===== src/rtl/mem_access_ctrl.sv =====
// Memory access controller: one outstanding load/store from the memory stage onto a simple ack bus.
// Optional bus timeout is compiled in when MEM_TIMEOUT_EN is defined (default build: no timeout).
//
// state | meaning
// IDLE  | no access in flight, accepts a new request
// BUSY  | bus strobe asserted from latched request, waiting for bus_ack
// DONE  | access finished, load_valid pulses for an unflushed read
module mem_access_ctrl (
   input  logic        clk,
   input  logic        rst,
   input  logic        mem_rd,
   input  logic        mem_wr,
   input  logic [31:0] mem_address,
   input  logic [31:0] mem_data_o,
   input  logic [3:0]  mem_byte_en,
   input  logic [2:0]  mem_access_sz,
   input  logic        flag_unsigned,
   input  logic [31:0] reg_old,
   input  logic        alignment_err,
   input  logic        exception_flush,
   output logic [31:0] bus_addr,
   output logic [31:0] bus_wdata,
   output logic [3:0]  bus_be,
   output logic        bus_rd,
   output logic        bus_wr,
   input  logic [31:0] bus_rdata,
   input  logic        bus_ack,
   output logic        stall,
   output logic [31:0] load_data,
   output logic        load_valid,
   output logic        bus_err
);

   // Size codes must track the ACCESS_SZ_* values of the shared defs header.
   localparam logic [2:0] ACCESS_SZ_BYTE  = 3'd0;
   localparam logic [2:0] ACCESS_SZ_HALF  = 3'd1;
   localparam logic [2:0] ACCESS_SZ_WORD  = 3'd2;
   localparam logic [2:0] ACCESS_SZ_LEFT  = 3'd3;
   localparam logic [2:0] ACCESS_SZ_RIGHT = 3'd4;

   typedef enum logic [1:0] {ST_IDLE, ST_BUSY, ST_DONE} state_t;

   state_t      state_q;
   logic [31:0] addr_q;
   logic [31:0] wdata_q;
   logic [3:0]  be_q;
   logic [2:0]  sz_q;
   logic        uns_q;
   logic [31:0] old_q;
   logic        is_rd_q;
   logic        bus_rd_q;
   logic        bus_wr_q;
   logic        flush_q;
   logic [31:0] load_data_q;
   logic        load_valid_q;
   logic        bus_err_q;
`ifdef MEM_TIMEOUT_EN
   localparam logic [7:0] TIMEOUT_LAST = 8'd254;
   logic [7:0]  cnt_q;
`endif

   logic        request;
   logic [1:0]  a;
   logic [4:0]  sh_left;
   logic [4:0]  sh_right;
   logic [7:0]  rd_byte;
   logic [15:0] rd_half;
   logic [31:0] aligned_d;

   assign request = (mem_rd | mem_wr) & ~alignment_err & ~exception_flush;
   assign stall   = ((state_q == ST_IDLE) & request) | (state_q == ST_BUSY);

   assign bus_addr   = addr_q;
   assign bus_wdata  = wdata_q;
   assign bus_be     = be_q;
   assign bus_rd     = bus_rd_q;
   assign bus_wr     = bus_wr_q;
   assign load_data  = load_data_q;
   assign load_valid = load_valid_q;
   assign bus_err    = bus_err_q;

   assign a = addr_q[1:0];

   always_comb begin
      sh_left   = {2'd3 - a, 3'b000};
      sh_right  = {a, 3'b000};
      rd_byte   = bus_rdata[{a, 3'b000} +: 8];
      rd_half   = bus_rdata[{a[1], 4'b0000} +: 16];
      aligned_d = bus_rdata;
      case (sz_q)
         ACCESS_SZ_BYTE:  aligned_d = {{24{~uns_q & rd_byte[7]}}, rd_byte};
         ACCESS_SZ_HALF:  aligned_d = {{16{~uns_q & rd_half[15]}}, rd_half};
         ACCESS_SZ_WORD:  aligned_d = bus_rdata;
         ACCESS_SZ_LEFT:  aligned_d = (bus_rdata << sh_left) | (old_q & ~(32'hFFFF_FFFF << sh_left));
         ACCESS_SZ_RIGHT: aligned_d = (bus_rdata >> sh_right) | (old_q & ~(32'hFFFF_FFFF >> sh_right));
         default:         aligned_d = bus_rdata;
      endcase
   end

   always_ff @(posedge clk or posedge rst) begin
      if (rst) begin
         state_q      <= ST_IDLE;
         addr_q       <= '0;
         wdata_q      <= '0;
         be_q         <= '0;
         sz_q         <= '0;
         uns_q        <= 1'b0;
         old_q        <= '0;
         is_rd_q      <= 1'b0;
         bus_rd_q     <= 1'b0;
         bus_wr_q     <= 1'b0;
         flush_q      <= 1'b0;
         load_data_q  <= '0;
         load_valid_q <= 1'b0;
         bus_err_q    <= 1'b0;
`ifdef MEM_TIMEOUT_EN
         cnt_q        <= '0;
`endif
      end else begin
         load_valid_q <= 1'b0;
         bus_err_q    <= 1'b0;
         case (state_q)
            ST_IDLE: begin
               flush_q <= 1'b0;
               if (request) begin
                  state_q  <= ST_BUSY;
                  addr_q   <= mem_address;
                  wdata_q  <= mem_data_o;
                  be_q     <= mem_byte_en;
                  sz_q     <= mem_access_sz;
                  uns_q    <= flag_unsigned;
                  old_q    <= reg_old;
                  // a simultaneous rd+wr request is treated as a read
                  is_rd_q  <= mem_rd;
                  bus_rd_q <= mem_rd;
                  bus_wr_q <= mem_wr & ~mem_rd;
`ifdef MEM_TIMEOUT_EN
                  cnt_q    <= '0;
`endif
               end
            end
            ST_BUSY: begin
               if (exception_flush) flush_q <= 1'b1;
               if (bus_ack) begin
                  state_q  <= ST_DONE;
                  bus_rd_q <= 1'b0;
                  bus_wr_q <= 1'b0;
                  if (is_rd_q) begin
                     load_data_q  <= aligned_d;
                     load_valid_q <= ~(flush_q | exception_flush);
                  end
               end
`ifdef MEM_TIMEOUT_EN
               else if (cnt_q == TIMEOUT_LAST) begin
                  state_q     <= ST_DONE;
                  bus_rd_q    <= 1'b0;
                  bus_wr_q    <= 1'b0;
                  bus_err_q   <= 1'b1;
                  load_data_q <= '0;
               end else begin
                  cnt_q <= cnt_q + 8'd1;
               end
`endif
            end
            ST_DONE: state_q <= ST_IDLE;
            default: state_q <= ST_IDLE;
         endcase
      end
   end

endmodule


===== config.mk =====
export PLATFORM = sky130hd
export DESIGN_NAME = mem_access_ctrl
export DESIGN_NICKNAME = d
export VERILOG_FILES = /design/src/rtl/mem_access_ctrl.sv
export SDC_FILE = /design/constraint.sdc
export NUM_CORES = 1
export LEC_CHECK = 0
export CORE_AREA = 2 2 141 143
export DETAILED_ROUTE_END_ITERATION = 8
export DIE_AREA = 0 0 143 145
export GPL_TIMING_DRIVEN = 0
export PLACE_DENSITY_LB_ADDON = 0.25
export SLEW_MARGIN = 20
export SYNTH_ARGS = -nofsm -noshare
export SYNTH_HDL_FRONTEND = slang
export SYNTH_SLANG_ARGS = --single-unit

===== constraint.sdc =====
create_clock -name clk -period 5.9 [get_ports clk]
set_input_delay 0.59 -clock clk [delete_from_list [all_inputs] [get_ports clk]]
set_output_delay 0.59 -clock clk [all_outputs]
set_load 0.03 [all_outputs]

==> results.cfg <==
[critical_path]
required_ns = 5.31
crit_path_end_kind = primary output
cp.depth = 6
max_stage_delay_ns = 0.61
reg2reg_depth = 5
critPathKind = in2out
r2r_start = sz_q[0]
endpoint = stall
worstSetupStartpoint = mem_rd
crit_chain = clkdlybuf4s50_1, o21ai_2, clkbuf_1, buf_2, nand2_1, clkdlybuf4s50_1
reg2reg_slack_ns = 3.72
critPathTopFamily = buffers and inverters
critPathSlowestCell = clkdlybuf4s50_1
cp_num_buf_inv = 4
path_max_fanout = 10
cp-start-kind = input pin
worstReg2RegEnd = load_data[21]
worst_path_most_repeated_cell = clkdlybuf4s50_1
crit_arrival_ns = 3.02

[hold_path]
hold_start = flush_q
min_path_type = reg2reg

[run_status]
status = finished clean

[clocking]
clk_pin_slew_ns = 0.06
cts_setup_buffers = 0
cts_max_path_buffers = 2
clk_latency_ns = 0.44
cts_sinks = 143
post_cts_resize_count = 0
clockRootBuffer = clkbuf_16
cts_tree = done
htree_levels = 4
cts_made_buffers = 17
holdBufCountCts = 0

[power_and_ir_drop]
p_sw_share_pct = 40.8
ir_drop_mv = 0.237
p_int_mw = 2.70
p_switching_mw = 1.87
pwr-share-clk_pct = 23.3
leakage_nw = 4.76
seqPwrFrac_pct = 32.2
power_density_mw_per_mm2 = 426
combPwrFrac_pct = 44.4

[layout]
drive_gt1_share_pct = 8.25
fin_nets = 1257
num_antenna_cells = 0
syn2layout_area_growth_pct = 46.5

[global_route]
grt_max_degree = 104
grt_overflow_total = 0
antenna_found_initial = 0
grt_usage_pct = 25.5
grt_pass1_vias = 7497
grt_pass1_wl_mm = 40.9

[timing]
min_period_ns = 3.61
setup_slack_ns = 2.29
final.setup.tns_ns = 0
finalMaxSlewViolations = 0
clock_skew_ns = 0.0246
finalSetupViolCount = 0
worst_pin_slew_ns = 0.661
hold_viol = 0
rsz0062_at_grt = false
max_freq_mhz = 277
relSlewSlack_pct = 55.8
fin_crit_sh_pct = 61.1

[floorplanning]
rows = 51
die_area_mm2 = 0.0207
die_width_um = 143
pin_count = 248
coreArea_mm2 = 0.0192
initial_core_util_pct = 38.1
fp.dieH_um = 145

[synth]
synth_top_family_by_area = simple AND/OR/NAND/NOR gates
synth-simple-area-share_pct = 24.9
synth_mux_area_share_pct = 9.15
synth-compound-area-share_pct = 12.9
syn_area_mm2 = 0.00733
syn-num-nets = 991
async_reset_ff_share_pct = 100
synth_xor_area_share_pct = 0
synth_seq_area_share_pct = 48.8
synth_cell_type_count = 50
post_synth.cell_area_avg_um2 = 8.64
yosysWarnings = 0
ys.flop_type = dfrtp_1
ys_ff_latch = 143
synthCells = 848
synth-edff-count = 0
synth_fa_ha_area_share_pct = 0

[placed_design]
post-place-ws_ns = 2.28
io_buffers = 246
hpwlAfterDp_mm = 19.5
place.gp.congestion = 0.947

[route]
post_drt_wl_per_cell_um = 18.8
drtAntennaViolNets = 0
via_per_inst = 5.27
drt_iter0_drc = 558
vias = 7335
drc = 0
wirelength_mm = 26.2
drt-pass1-iter-count = 6

[flow_run]
maxCapViolCount = 0
## placed cells by master (no fill, tap or decap), types with 3 or more instances in the layout
| master | instances |
|---|---|
| nand2_1 | 326 |
| clkdlybuf4s50_1 | 246 |
| dfrtp_1 | 143 |
| a21oi_1 | 53 |
| mux2i_1 | 49 |
| o21ai_0 | 34 |
| nor2_1 | 27 |
| clkbuf_1 | 26 |
| buf_2 | 26 |
| or3_1 | 25 |
| nor3_1 | 24 |
| clkbuf_16 | 17 |
| mux2_2 | 16 |
| o22ai_1 | 16 |
| nor2b_1 | 10 |
| a221oi_1 | 8 |
| a2111oi_0 | 8 |
| o221ai_1 | 7 |
| a311oi_1 | 6 |
| inv_6 | 5 |
| buf_6 | 4 |
| nand3b_1 | 3 |
| inv_8 | 3 |
| clkinvlp_4 | 3 |
| clkinv_4 | 3 |
## power groups by stage
| stage | Clock [mW] | Sequential [mW] | Combinational [mW] |
|---|---|---|---|
| final | 1.07 | 1.47 | 2.03 |
| after global routing | 1.13 | 1.50 | 2.17 |
| after global placement | 0 | 1.48 | 2.00 |
| after detailed placement | 0 | 1.49 | 2.02 |
| after floorplan | 0 | 1.91 | 0.728 |
| after CTS | 1.09 | 1.47 | 2.03 |
## logic make-up after synthesis
group,Yosys count
buffers and inverters,62
DFF,143
AOI/OAI and AO/OA,148
muxes,65
other,1
and+or+nand+nor,429
## worst min-delay path by stage
stage / cells after the start / slack (ns) / end
detailed placement: 1 / 0.43 / load_valid
global placement: 1 / 0.43 / load_valid
CTS: 1 / 0.44 / load_valid
floorplan: 1 / 0.41 / load_valid
global route: 1 / 0.46 / load_valid
finish: 1 / 0.44 / load_valid
## layout make-up
| class | instances | area, um^2 |
|---|---|---|
| inverter | 2 | 15.0 |
| timing repair buffer | 247 | 2490 |
| tap | 265 | 332 |
| clock inverter | 15 | 150 |
| clock buffer | 17 | 425 |
| fill | 1756 | 8480 |
| buffer | 60 | 295 |
| sequential | 143 | 3580 |
| multi-input combinational | 643 | 3440 |
## flip-flops by register name, indices dropped and copies added (netlist names)
signal,count
load_valid,1
is_rd_q,1
load_data,32
uns_q,1
bus_wdata,32
bus_addr,32
bus_wr,1
old_q,32
flush_q,1
bus_be,4
bus_rd,1
state_q,2
sz_q,3
## cell usage after synthesis, types with 2 or more instances
library cell | instances | share of area, %
nand3b_1 | 3 | 0.31
or3b_1 | 2 | 0.24
buf_2 | 26 | 1.8
a2111oi_0 | 8 | 0.96
nor2b_1 | 10 | 0.85
inv_1 | 2 | 0.10
o221ai_1 | 7 | 0.84
dfrtp_1 | 143 | 49
or3_1 | 25 | 2.1
nand4b_1 | 2 | 0.24
clkbuf_1 | 26 | 1.3
mux2_2 | 16 | 2.5
a311oi_1 | 6 | 0.72
a21oi_1 | 53 | 3.6
nor2_1 | 27 | 1.4
o21ai_0 | 34 | 2.3
mux2i_1 | 49 | 6.7
buf_6 | 4 | 0.61
buf_4 | 2 | 0.20
a221oi_1 | 8 | 0.96
o21a_1 | 2 | 0.20
nor3_1 | 24 | 1.6
nand2_1 | 326 | 17
o22ai_1 | 16 | 1.4
buf_1 | 2 | 0.10
## per-layer routing
metal	vias to the layer above	share of wire (%)	GRT usage, %
met2	405	46	39.3
met5	-	0	0
met3	61	10	8.75
met4	0	3.6	11.3
li1	3424	-	-
met1	3445	40	32.2
## metrics by stage
step           instances  power (mW)  cell area, um^2  hold WS, ns  util (%)
6_report            1392        4.57            10700        0.437      55.9
3_5_place_dp        1360        3.50            10200        0.425      52.9
2_1_floorplan        848        2.64             7330        0.409         -
5_1_grt             1392        4.80            10700        0.459      55.9
3_3_place_gp        1359        3.48            10100        0.427      52.7
4_1_cts             1392        4.59            10700        0.441      55.9
Power figures use the tool's default switching activity.
